==> config.mk <==
export PLATFORM = sky130hd
export DESIGN_NAME = spike_event_packetizer
export DESIGN_NICKNAME = d
export VERILOG_FILES = /design/src/rtl/spike_event_packetizer.sv
export SDC_FILE = /design/constraint.sdc
export NUM_CORES = 1
export LEC_CHECK = 0
export BUFFER_PORTS_ARGS = -buffer_cell sky130_fd_sc_hd__buf_4
export CORE_UTILIZATION = 46
export DETAILED_ROUTE_END_ITERATION = 10
export PLACE_DENSITY = 0.66
export SLEW_MARGIN = 0
export SYNTH_ARGS = -nofsm -noshare
export SYNTH_HDL_FRONTEND = slang
export SYNTH_SLANG_ARGS = --single-unit
==> constraint.sdc <==
create_clock -name clk -period 3.1 [get_ports clk]
set_input_delay 0.31 -clock clk [delete_from_list [all_inputs] [get_ports clk]]
set_output_delay 0.31 -clock clk [all_outputs]
set_load 0.02 [all_outputs]
==> src/rtl/spike_event_packetizer.sv <==
// Spike event packetizer: turns rising detector flags into timestamped event words
// and queues them in a first-word-fall-through FIFO drained over valid/ready.
module spike_event_packetizer #(
  parameter int TS_WIDTH   = 24,
  parameter int FIFO_DEPTH = 16,
  parameter int REFRACTORY = 32
) (
  input  logic                          clk,
  input  logic                          rst,
  input  logic                          sample_valid,
  input  logic                          spike_neo,
  input  logic                          spike_ado,
  input  logic                          spike_aso,
  input  logic                          spike_ed,
  output logic [TS_WIDTH+3:0]           event_data,
  output logic                          event_valid,
  input  logic                          event_ready,
  output logic [$clog2(FIFO_DEPTH):0]   fifo_level,
  output logic                          overflow,
  output logic [15:0]                   drop_count
);

  localparam int AW = $clog2(FIFO_DEPTH);
  localparam int LW = AW + 1;
  localparam int RW = $clog2(REFRACTORY + 1);
  localparam int EW = TS_WIDTH + 4;

  logic [TS_WIDTH-1:0]  ts_r;
  logic [3:0]           prev_r;
  logic [3:0][RW-1:0]   refr_r;
  logic [3:0][RW-1:0]   refr_nxt_s;
  logic [3:0]           flags_s;
  logic [3:0]           qual_s;
  logic                 stage_valid_r;
  logic [EW-1:0]        stage_data_r;

  logic [EW-1:0]        mem_r [FIFO_DEPTH];
  logic [AW:0]          wr_ptr_r;
  logic [AW:0]          rd_ptr_r;
  logic [LW-1:0]        level_r;
  logic [LW-1:0]        level_nxt_s;
  logic                 event_valid_r;
  logic                 overflow_r;
  logic [15:0]          drop_count_r;
  logic                 full_s;
  logic                 pop_s;
  logic                 wr_s;
  logic                 drop_s;

  // Per-channel rise detection and refractory countdown for the current sample
  always_comb begin
    flags_s    = {spike_ed, spike_aso, spike_ado, spike_neo};
    qual_s     = 4'b0000;
    refr_nxt_s = refr_r;
    for (int c = 0; c < 4; c++) begin
      qual_s[c] = flags_s[c] && !prev_r[c] && (refr_r[c] == '0);
      if (qual_s[c]) begin
        refr_nxt_s[c] = RW'(REFRACTORY);
      end else if (refr_r[c] != '0) begin
        refr_nxt_s[c] = refr_r[c] - RW'(1);
      end else begin
        refr_nxt_s[c] = refr_r[c];
      end
    end
  end

  // Timestamp, previous flags, refractory counters and the staging register
  always_ff @(posedge clk or negedge rst) begin
    if (!rst) begin
      ts_r          <= '0;
      prev_r        <= 4'b0000;
      refr_r        <= '0;
      stage_valid_r <= 1'b0;
      stage_data_r  <= '0;
    end else if (sample_valid) begin
      ts_r          <= ts_r + TS_WIDTH'(1);
      prev_r        <= flags_s;
      refr_r        <= refr_nxt_s;
      stage_valid_r <= |qual_s;
      stage_data_r  <= {qual_s, ts_r};
    end else begin
      stage_valid_r <= 1'b0;
    end
  end

  // Full is detected from the pointer wrap bit so all FIFO_DEPTH slots are usable
  always_comb begin
    full_s = (wr_ptr_r[AW] != rd_ptr_r[AW]) && (wr_ptr_r[AW-1:0] == rd_ptr_r[AW-1:0]);
    pop_s  = event_valid_r && event_ready;
    wr_s   = stage_valid_r && (!full_s || pop_s);
    drop_s = stage_valid_r && full_s && !pop_s;
    case ({wr_s, pop_s})
      2'b10:   level_nxt_s = level_r + LW'(1);
      2'b01:   level_nxt_s = level_r - LW'(1);
      default: level_nxt_s = level_r;
    endcase
  end

  // FIFO storage
  always_ff @(posedge clk or negedge rst) begin
    if (!rst) begin
      for (int i = 0; i < FIFO_DEPTH; i++) begin
        mem_r[i] <= '0;
      end
    end else if (wr_s) begin
      mem_r[wr_ptr_r[AW-1:0]] <= stage_data_r;
    end
  end

  // FIFO pointers, level, output valid and drop accounting
  always_ff @(posedge clk or negedge rst) begin
    if (!rst) begin
      wr_ptr_r      <= '0;
      rd_ptr_r      <= '0;
      level_r       <= '0;
      event_valid_r <= 1'b0;
      overflow_r    <= 1'b0;
      drop_count_r  <= 16'h0000;
    end else begin
      if (wr_s) begin
        wr_ptr_r <= wr_ptr_r + (AW+1)'(1);
      end
      if (pop_s) begin
        rd_ptr_r <= rd_ptr_r + (AW+1)'(1);
      end
      level_r       <= level_nxt_s;
      event_valid_r <= (level_nxt_s != '0);
      if (drop_s) begin
        overflow_r <= 1'b1;
        if (drop_count_r != 16'hFFFF) begin
          drop_count_r <= drop_count_r + 16'd1;
        end
      end
    end
  end

  assign event_data  = mem_r[rd_ptr_r[AW-1:0]];
  assign event_valid = event_valid_r;
  assign fifo_level  = level_r;
  assign overflow    = overflow_r;
  assign drop_count  = drop_count_r;

endmodule

# [Word-level counts from Yosys, hierarchy flattened]
# Cells that the tools add are included.
[word_totals] reg_bits=562 in_bits=8 output_inout_bits=51
[op_classes] mux=16 n_eq_ne=5 magnitude_cmp=3 add_sub_neg=10 n_bitwise=2 n_reduce_logical=40
[ops] op="448-bit bitwise mux" n=1
[ops] op="28-bit binary-select mux with 4-bit select" n=1
[ops] op="28-bit demux with 4-bit select" n=1
[ops] op="28-bit two-way mux" n=3
[ops] op="6-bit two-way mux" n=8
[ops] op="24-bit by 1-bit adder with 24-bit output (second input constant)" n=1
[ops] op="6-bit logical NOT" n=4
[ops] op="6-bit nonzero test" n=4
[ops] op="6-bit by 1-bit subtractor with 6-bit output (second input constant)" n=4
[ops] op="16-bit by 1-bit adder with 16-bit output (second input constant)" n=1
[ops] op="16-bit != test (second input constant)" n=1
[ops] op="5-bit by 1-bit adder with 5-bit output (second input constant)" n=3
[ops] op="1-bit logical AND" n=14
[ops] op="5-bit >= comparator (second input constant)" n=2
[ops] op="4-bit inverter with 5-bit output" n=2
[ops] op="5-bit case mux with 2 select lines" n=1
[ops] op="2-bit AND reduction" n=5
[ops] op="2-bit nonzero test" n=4
[ops] op="1-bit logical NOT" n=6
[ops] op="5-bit by 1-bit less-than comparator with 1-bit output (second input constant)" n=1
[ops] op="5-bit nonzero test" n=1
[ops] op="5-bit by 1-bit subtractor with 5-bit output (second input constant)" n=1
[ops] op="4-bit == test" n=1
[ops] op="4-bit OR reduction" n=1
[ops] op="other kinds (5)" n=5

# [Logic depth before layout (Yosys ltp)]
# Gate-level depths: netlist of run 1.
[depth] depth_word=8 depth_mapped=9 mapped_depth_nobuf=7

# [Worst setup path after synthesis of run 1]
# No wires, ideal clock.
[synth_timing] kind="flip-flop to flip-flop" start="register stage_valid_r" end="register event_valid_r, in the netlist event_valid" path_buffers=1 stages_incl_launch_ff=9 period_less_slack_ps=2370 t_arrival_ps=2234 setup_slack_ps=730 required_ps=2964 cell_sequence="dfrtp_1 -> clkbuf_1 -> and3b_1 -> ha_1 -> o21a_1 -> or4b_2 -> a21oi_1 -> mux2_2 -> o211ai_1"
[synth_between] elab_chain_len=4 word_cells_on_any_way=5
[synth_rtl] element="from (decl)" line="34" rtl="logic stage_valid_r;"
[synth_rtl] element="from (signal assigned)" line="79" rtl="stage_valid_r <= |qual_s;"
[synth_rtl] element="1-bit logical AND (*)" line="90" rtl="wr_s = stage_valid_r && (!full_s || pop_s);"
[synth_rtl] element="2-bit by 1-bit == test with 1-bit output or 2-bit == test (tied branches)" line="92" rtl="case ({wr_s, pop_s})"
[synth_rtl] element="5-bit case mux with 2 select lines (*)" line="92"
[synth_rtl] element="5-bit nonzero test (*)" line="127" rtl="event_valid_r <= (level_nxt_s != '0);"
[synth_rtl] element="to (signal assigned)" line="127"
[synth_rtl] element="to (decl)" line="42" rtl="logic event_valid_r;"
# Every way passes the cells marked *; elsewhere a longest branch is shown, timed or not.
# A chain may end at the register's enable or synchronous reset.

# [Worst setup path in the final report of run 1]
[layout_timing] start="register rd_ptr_r[0]" end="output event_data[23]"
[layout_between] elab_chain_len=4
[layout_rtl] element="from (decl)" line="39" rtl="logic [AW:0] rd_ptr_r;"
[layout_rtl] element="from (signal assigned)" line="124" rtl="rd_ptr_r <= rd_ptr_r + (AW+1)'(1);"
[layout_rtl] element="4-bit inverter with 5-bit output (implied by the code)" line="137" rtl="assign event_data = mem_r[rd_ptr_r[AW-1:0]];"
[layout_rtl] element="28-bit binary-select mux with 4-bit select" line="137"
[layout_rtl] element="28-bit two-way mux (implied by the code) (2 in series)" line="137"
[layout_rtl] element="to (decl)" line="15" rtl="output logic [TS_WIDTH+3:0] event_data,"
# Every way passes these cells. The select of a mux whose other input is x is not followed.

==> summary.txt, run 1 <==
Initial DRC Count = 985
initial antenna violation count = 0
most used cell, CP = buf_4
DR WL/cell = 22.8 um
Sequential Area = 0.0141 sq mm
slowest CP cell = dfrtp_4
Clock Latency Late Sink = 0.65 ns
clock share of power = 0.346
hold crit path type = in -> reg
crit path cell chain = buf_4, clkbuf_16, mux4_2, a22oi_1, nand2_1, buf_4
Ys Warns = 0
r2r startpoint = rd_ptr_r[0]
worst-margin pin slew = 0.913 ns
# DRC = 0
cts bufs inserted = 61
highest clock rate = 334 MHz
crit start category = flip-flop
GRT Resource Usage Total = 0.222
Detail Route Antenna Nets = 0
MaxCap Viol Count = 0
H-tree depth = 2
CP required = 2.79 ns
kind of critical path = reg -> out
syn_area_per_cell = 14.3 sq um
sw frac = 0.330
row cnt = 87
leakage = 0.0143 uW
HPWL Detailed = 36,600 um
placer congestion estimate = 0.799
Longest Clk Path Bufs = 3
Syn Inst Count = 1,839
RSZ-0062 raised after global routing = yes
CTS clk-pin slew, worst paths = 0.06 ns
CTS tree = built
io pins = 59
final antenna diode count = 0
gr ovfl total = 0
final instance area = 0.0299 sq mm
FF-to-FF path depth = 8
CP arrival = 2.68 ns
ys async rst share = 1.00
Setup crit end kind = output port
Setup violations, final = 0
Netlist cell types = 51
Post-layout nets = 1,944
die width = 241 um
Placed Area = 0.0276 sq mm
Sw Pwr = 7240 uW
Root Buffer = clkbuf_16
fin crit share = 0.965
EDFF count, synth = 0
net count after synthesis = 1,866
final worst-path setup slack = 0.108 ns
CP peak stage delay = 0.59 ns
core region area = 0.0564 sq mm
first-pass GRT wire length = 98,500 um
Post-Route Utilization = 0.531
Combinational Power Share = 0.265
Starting Density = 0.465
maximum VDD drop = 0.000525 V
Reg power frac = 0.389
status = completed
Placement Setup Slack = 0.570 ns
die area = 0.0580 sq mm
PD cells = 732 mW/mm^2
drt via density = 5.70
area delta synth->final = 14.1%
delay-heaviest family, CP = buffers and inverters
Fin. Hold Viols = 0
vias = 15,500
worst r2r dst = mem_r[108]
Synth Flop Type = dfrtp_1
area taken by multi-input logic gates = 0.0113 sq mm
Hold Crit Endpoint = ts_r[2]
post-layout min period = 2.99 ns
port bufs = 58
final slew viol count = 0
Hold Path Stages = 3
largest net degree at the start of global routing = 87
headroom to the max-slew limit = 0.383
flop-to-flop setup slack = 0.51 ns
Clock Skew = 0.0301 ns
CP max FO = 23
part of the Yosys area used for sequential elements = 0.536
vias in the first global route = 16,400
FF+latch count, synth = 562
WP buf/inv = 3
fillers = 4,752
P_int = 14,700 uW
DRT Wirelength = 62,200 um
Die Y = 241 um
DR pass1 iterations = 5
clock sinks = 562
worst hold start = sample_valid
share of cells above drive strength 1 = 0.403
mapped cell area = 0.0262 sq mm
[worst register-to-register path: cells and delay by family (launching register included)]
| family | cells | cell delay, ns |
|---|---|---|
| simple gates | 3 | 0.69 |
| xor+xnor | 1 | 0.14 |
| flops | 1 | 0.60 |
| buf+inv | 3 | 0.68 |
| mux | 1 | 0.37 |
[worst max path at each step]
stage / endpoint / from / depth (start not counted)
after floorplan: event_valid / stage_valid_r / 8
after CTS: event_data[12] / rd_ptr_r[0] / 7
after global placement: event_data[7] / rd_ptr_r[0] / 7
after detailed placement: event_valid / stage_valid_r / 7
final: event_data[23] / rd_ptr_r[0] / 6
after global routing: event_data[25] / rd_ptr_r[0] / 7
[per-layer routing]
layer,global-route usage,wire (um)
met1,0.309,28500
met4,0.0547,1230
met2,0.364,30100
met5,0,0
met3,0.0345,2340
[through the flow]
stage / cells / setup TNS [ns] / hold WS [ns] / total power, uW
2_1_floorplan: 1839 / 0 / 0.0144 / 12100
3_3_place_gp: 2599 / 0 / 0.371 / 14100
3_5_place_dp: 2599 / 0 / 0.377 / 14300
4_1_cts: 2718 / -0.000926 / 0.0890 / 21900
5_1_grt: 2723 / -0.0589 / 0.135 / 23000
6_report: 2723 / 0 / 0.132 / 21900
[cells in the final DEF (no fill, tap or decap), types with 8 or more instances in the layout]
cell type and count:
dfrtp_1 558, mux2_2 418, buf_4 105, mux2i_1 85, nand2_1 74, o21ai_0 66, clkbuf_16 63, mux2_4 60
mux4_2 56, xnor2_1 37, mux2_1 34, a21oi_1 32, xor2_1 30, nor2_1 28, a221oi_1 28, a22oi_1 28
inv_1 23, nand3_1 18, ha_1 18, buf_12 18, nor4_1 17, clkbuf_1 14, clkinv_2 14, nor3_1 11
nor3_4 11, clkbuf_8 10, or3_1 9, nand4_1 9, nor2b_1 8, bufinv_16 8
[power groups by stage]
| stage | clock network (uW) | registers [uW] | logic [uW] |
|---|---|---|---|
| 2_1_floorplan | 0 | 8330 | 3740 |
| 5_1_grt | 8060 | 8610 | 6290 |
| 3_5_place_dp | 0 | 8620 | 5640 |
| 4_1_cts | 7740 | 8500 | 5690 |
| 6_report | 7590 | 8530 | 5810 |
| 3_3_place_gp | 0 | 8580 | 5540 |
[cell families after synthesis]
group | count (synthesis) | share of synthesized area
fa+ha+maj | 19 | 0.00935
flops | 562 | 0.536
xor+xnor | 69 | 0.0236
buf+inv | 146 | 0.0322
simple gates | 221 | 0.0495
compound gates | 169 | 0.0405
mux | 653 | 0.309
[cell usage after synthesis (8+ instances only)]
master	n	area (sq um)
buf_1	38	143
a22oi_1	28	210
xnor2_1	37	324
clkbuf_1	35	131
dfrtp_1	562	14100
mux2_1	34	383
xor2_1	30	263
mux2_2	418	4710
buf_6	18	203
nor3_4	11	179
mux2i_1	85	851
buf_2	22	110
or3_1	9	56.3
inv_1	23	86.3
nand4_1	9	56.3
a21oi_1	32	160
ha_1	18	225
nor2b_1	9	56.3
nor3_1	12	60.1
o21ai_0	68	340
nor2_1	28	105
nor4_1	17	106
mux4_2	56	1260
mux2_4	60	901
nand3_1	18	90.1
nand2_1	75	282
buf_12	8	160
a221oi_1	28	245
[state kept, by name, indices dropped and copies added, names as in the netlist, 4 cells and up]
signal / cells
mem_r: 448
stage_data_r: 28
refr_r: 24
ts_r: 24
drop_count: 16
fifo_level: 5
rd_ptr_r: 5
wr_ptr_r: 5
prev_r: 4
[layout make-up]
class                      instances  area share
clock buffer                      85      0.0573
clock inverter                    28      0.0134
inverter                          23     0.00288
multi-input combinational       1131       0.379
sequential                       562       0.470
tap                              756      0.0316
timing repair buffer             138      0.0460
[timing repair]
item	CTS	global route
setup buffers	0	3
resized for setup	4	10
gates cloned	0	2
setup endpoints to repair	5	24
hold buffers	6	0
pin swaps	0	0
hold endpoints to repair	74	0
Note: power is estimated with default switching activity, not from simulation.
==> run 2, diff against run 1 <==
ABC_AREA = 1   (was not set)
==> run 2 against run 1 <==
Against the previous run:
- via count rose by 32%
- wire length grew 9.9%
- synthesized area down 4.0%
- sequential power grew 2%
- sequential cell count is the same
- final area down 5.7%
- maximum frequency decreased by 3.1%
- clock power fell by 4.1%
- clock skew down 0.017 ns
- largest power group unchanged
==> summary.txt, run 2 <==
Setup crit end kind = output port
Placed Area = 0.0261 sq mm
Placement Setup Slack = 0.556 ns
largest register by flop count = mem_r
Die Y = 236 um
RSZ-0062 raised after global routing = yes
DRT Wirelength = 68,400 um
final instance area = 0.0282 sq mm
CTS tree = built
Longest Clk Path Bufs = 3
Post-Route Utilization = 0.524
vias in the first global route = 19,600
Synth Flop Type = dfrtp_1
most common cell after layout, fill and taps aside = nand2_1
post-synth top area cell = dfrtp_1
FF+latch count, synth = 562
final worst-path setup slack = 0.0133 ns
CP max FO = 35
leakage = 0.0126 uW
cts bufs inserted = 59
Post-layout nets = 2,864
core region area = 0.0539 sq mm
fin crit share = 0.996
worst-margin pin slew = 0.755 ns
Clock Latency Late Sink = 0.62 ns
fillers = 4,771
top cell type's share of synthesized area = 0.558
top-count cell post-synth = nand2_1
grt met3 use = 0.0358
EDFF count, synth = 0
HPWL Detailed = 39,600 um
highest clock rate = 324 MHz
status = completed
CTS clk-pin slew, worst paths = 0.06 ns
gr ovfl total = 0
largest registers = mem_r (448), stage_data_r (28)
DR pass1 iterations = 6
max reg flops = 448
first-pass GRT wire length = 110,000 um
PD cells = 862 mW/mm^2
most frequent cells in the layout = 761 x nand2_1, 558 x dfrtp_1, 477 x o21ai_0
initial antenna violation count = 0
H-tree depth = 2
Syn Inst Count = 2,871
vias = 20,500
drt via density = 5.71
met1 Use GR = 0.347
crit start category = flip-flop
setup TNS = 0 ns
clock sinks = 562
syn_area_per_cell = 8.77 sq um
final antenna diode count = 0
Clock Skew = 0.0134 ns
row cnt = 85
post-layout min period = 3.09 ns
io pins = 59
final slew viol count = 0
met2 usage = 0.402
kind of critical path = reg -> out
headroom to the max-slew limit = 0.497
DR WL/cell = 19.1 um
port bufs = 58
Root Buffer = clkbuf_16
net count after synthesis = 2,898
Ys Warns = 0
share of cells above drive strength 1 = 0.0884
die width = 236 um
largest net degree at the start of global routing = 123
area delta synth->final = 12.1%
CP arrival = 2.78 ns
mapped cell area = 0.0252 sq mm
GRT Resource Usage Total = 0.247
commonest cells in the netlist = 762 x nand2_1, 562 x dfrtp_1, 477 x o21ai_0
placer congestion estimate = 0.847
MaxCap Viol Count = 0
Netlist cell types = 40
hold crit path type = in -> reg
global route hottest layer = met2
Fin. Hold Viols = 0
part of the Yosys area used for sequential elements = 0.558
CP required = 2.79 ns
Synth area leaders = dfrtp_1 56%, nand2_1 11%, o21ai_0 9.5%
Starting Density = 0.467
ys async rst share = 1.00
die area = 0.0557 sq mm
# DRC = 0
Detail Route Antenna Nets = 0
Setup violations, final = 0
Initial DRC Count = 2,247
maximum VDD drop = 0.000471 V
## run 2: changes by cell type after synthesis, moves of 60 or more
cell / change
mux2_4: -60
o21ai_1: +172
o21ai_0: +409
nand2_1: +687
mux2i_1: -85
mux2_2: -418
nor2_1: +133
clkbuf_1: +70
inv_1: +76
nand3_1: +74
## run 2: final cells by class
type                       count  area [sq um]  share of cell area
sequential                   562         14100               0.498
multi-input combinational   1984          9640               0.341
clock buffer                  93          1830              0.0647
timing repair buffer         126          1250              0.0443
tap                          696           871              0.0308
inverter                     104           403              0.0143
clock inverter                15           178             0.00629
## run 2: routing by layer
| layer | vias to the layer above | routed length (um) | share of wire |
|---|---|---|---|
| li1 | 9541 | - | - |
| met1 | 10100 | 30200 | 0.44 |
| met2 | 666 | 32200 | 0.47 |
| met3 | 116 | 4340 | 0.063 |
| met4 | 0 | 1610 | 0.023 |
| met5 | - | 0 | 0 |
## run 2: worst max-delay path: stages, from the launching register on
cell and delay (ns):
dfrtp_2 0.47, buf_4 0.46, o21ai_0 0.19, o221a_2 0.29, o21ai_0 0.48, buf_4 0.25
## run 2: metrics by stage
stage	hold WS (ns)	instances	power [uW]
after global routing	0.0229	3580	25600
after CTS	0.00322	3576	24300
final	0.0194	3580	24300
after global placement	0.244	3462	16800
after detailed placement	0.242	3462	17000
after floorplan	0.0144	2871	13800
## run 2: worst paths after layout
check                           cells after the start  slack [ns]         start              end
worst min register to register                      2        0.48    mem_r[367]       mem_r[367]
worst max register to register                     11        0.55   wr_ptr_r[3]       mem_r[366]
min in group asynchronous                           2        0.19           rst       mem_r[340]
worst min-delay path                                3        0.02  sample_valid  stage_data_r[0]
worst max-delay path                                5        0.01   rd_ptr_r[1]   event_data[25]
max in group asynchronous                           3        1.90           rst   drop_count[11]
## run 2: logic make-up (layout without fill, tap and decap cells)
logic type | after synthesis | in the layout | share of synthesized area
buffers and inverters | 325 | 338 | 0.0620
adder cells (fa/ha/maj) | 19 | 19 | 0.00974
XOR/XNOR | 51 | 51 | 0.0177
AO/OA/AOI/OAI | 818 | 818 | 0.174
flip-flops | 562 | 562 | 0.558
AND/OR/NAND/NOR | 1096 | 1096 | 0.178
## run 2: power breakdown
part           switching, uW  internal, uW  total (uW)
Clock                   2940          4340        7280
Sequential               598          8090        8690
Combinational           5600          2780        8380
Total                   9130         15200       24300
## run 2: what timing repair did
action | 4_1_cts | 5_1_grt
endpoints found under the hold margin | 41 | 0
endpoints found under the setup margin | 13 | 16
resized for setup | 2 | 4
setup buffers | 1 | 3
hold buffers | 5 | 0
gates cloned | 0 | 1
==> run 3, diff against run 2 <==
SETUP_SLACK_MARGIN = 0.5   (was not set)
==> run 3 against run 2 <==
Against the previous run:
- final area up 4.8%
- largest power group is now combinational logic
- count of clock-buffer cells in the layout did not move
- worst setup slack improved by 0.38 ns
- global-route usage is 1.2 points higher
- wire length is 9.9% higher
- via count up 3.4%
- maximum frequency grew 14%
==> summary.txt, run 3 (same netlist as run 2, synthesis figures left out) <==
core region area = 0.0539 sq mm
P_int = 16,700 uW
die width = 236 um
status = completed
largest net degree at the start of global routing = 123
Fin. Hold Viols = 0
slowest CP cell = dfrtp_4
placer congestion estimate = 0.847
Sw Pwr = 10,300 uW
kind of critical path = reg -> out
final hold slack = 0.0217 ns
critical path depth in cells = 8
HPWL Detailed = 39,600 um
DRT Wirelength = 75,200 um
hold crit path type = in -> reg
gr ovfl total = 0
Root Buffer = clkbuf_16
Initial DRC Count = 2,423
Clock Latency Late Sink = 0.63 ns
crit start category = flip-flop
largest register by flop count = mem_r
die area = 0.0557 sq mm
sw frac = 0.381
area taken by multi-input logic gates = 0.00994 sq mm
Reg power frac = 0.320
H-tree depth = 2
fillers = 4,621
end of the critical path = event_data[17]
largest registers = mem_r (448), stage_data_r (28)
worst-margin pin slew = 0.786 ns
r2r startpoint = rd_ptr_r[0]
Post-layout nets = 2,909
Die Y = 236 um
io pins = 59
WP buf/inv = 4
CP peak stage delay = 0.51 ns
DR WL/cell = 20.7 um
cts bufs inserted = 59
CP required = 2.79 ns
Starting Density = 0.467
leakage = 0.0132 uW
CP max FO = 20
delay-heaviest family, CP = buffers and inverters
Combinational Power Share = 0.409
crit path from = rd_ptr_r[0]
Hold Path Stages = 3
fin crit share = 0.874
most frequent cells in the layout = 752 x nand2_1, 557 x dfrtp_1, 422 x o21ai_0
Clock Skew = 0.0159 ns
most common cell after layout, fill and taps aside = nand2_1
Setup violations, final = 0
row cnt = 85
FF-to-FF path depth = 12
maximum VDD drop = 0.000490 V
MaxCap Viol Count = 0
first-pass GRT wire length = 114,000 um
Setup crit end kind = output port
final slew viol count = 0
crit path cell chain = buf_6, inv_12, buf_16, o21ai_0, o221ai_1, nand4_1, nand2_2, buf_4
CTS clk-pin slew, worst paths = 0.06 ns
clock sinks = 562
Placed Cells = 3,462
CP arrival = 2.40 ns
Longest Clk Path Bufs = 3
port bufs = 58
drt via density = 5.83
share of cells above drive strength 1 = 0.123
vias = 21,100
worst r2r dst = mem_r[366]
RSZ-0062 raised after global routing = yes
DR pass1 iterations = 6
flop-to-flop setup slack = 0.65 ns
Detail Route Antenna Nets = 0
area delta synth->final = 17.6%
CTS tree = built
PD cells = 912 mW/mm^2
max reg flops = 448
Finished Layout Cells = 3,626
headroom to the max-slew limit = 0.476
# DRC = 0
vias in the first global route = 20,000
Sequential Area = 0.0141 sq mm
GRT Resource Usage Total = 0.259
setup TNS = 0 ns
initial antenna violation count = 0
post-layout min period = 2.71 ns
highest clock rate = 369 MHz
clock share of power = 0.271
[run 3: changes by cell type in the layout (fill, tap and decap cells not counted), sizes merged]
cell	delta
clkbuf	+14
nand4	+1
clkinv	+1
buf	+28
clkinvlp	+1
diode	+1
[run 3: cell type report]
cell class                 count  area share
antenna                        1   0.0000845
clock buffer                  93      0.0617
clock inverter                15     0.00600
inverter                     104      0.0141
multi-input combinational   1985       0.336
sequential                   562       0.475
tap                          696      0.0294
timing repair buffer         168      0.0767
timing repair inverter         2    0.000930
[run 3: repair_timing]
action | in CTS | in global routing
endpoints found under the setup margin | 28 | 84
hold buffers | 5 | 0
resized for setup | 68 | 115
setup buffers | 15 | 8
cloned | 9 | 18
pin swaps | 7 | 37
endpoints found under the hold margin | 41 | 0
[run 3: power groups by stage]
stage	combinational (uW)	clock, uW	sequential (uW)
final	11000	7310	8640
after global routing	11700	7710	8730
after CTS	9490	7390	8650
after detailed placement	8150	0	8820
after global placement	8000	0	8780
after floorplan	5190	0	8610
[run 3: routing by layer]
layer  global-route usage  vias to the layer above  share of wire
li1                     -                     9648              -
met2                0.423                      904           0.47
met5                    0                        -              0
met3               0.0379                      158          0.076
met1                0.358                    10400           0.42
met4               0.0784                        0          0.033
[run 3: worst min-delay path: cells and delay by family]
| kind | cells | cell delay [ns] |
|---|---|---|
| and+or+nand+nor | 1 | 0.10 |
| AOI/OAI and AO/OA | 1 | 0.08 |
| buffers and inverters | 1 | 0.11 |
[run 3: worst min path at each step]
stage | from | slack (ns) | endpoint
after floorplan | rst | 0.01 | drop_count[0]
after global placement | rst | 0.24 | mem_r[340]
after detailed placement | rst | 0.24 | mem_r[340]
after CTS | sample_valid | 0.003 | stage_data_r[0]
after global routing | sample_valid | 0.02 | stage_data_r[0]
final | sample_valid | 0.02 | stage_data_r[0]
[run 3: per-stage QoR]
step | utilization | cell area [sq um] | power (uW) | setup WS, ns
final | 0.549 | 29600 | 27000 | 0.390
after global routing | 0.549 | 29600 | 28100 | 0.338
after detailed placement | 0.484 | 26100 | 17000 | 0.556
after CTS | 0.534 | 28800 | 25500 | 0.324
after floorplan | - | 25200 | 13800 | 0.944
after global placement | 0.484 | 26100 | 16800 | 0.615
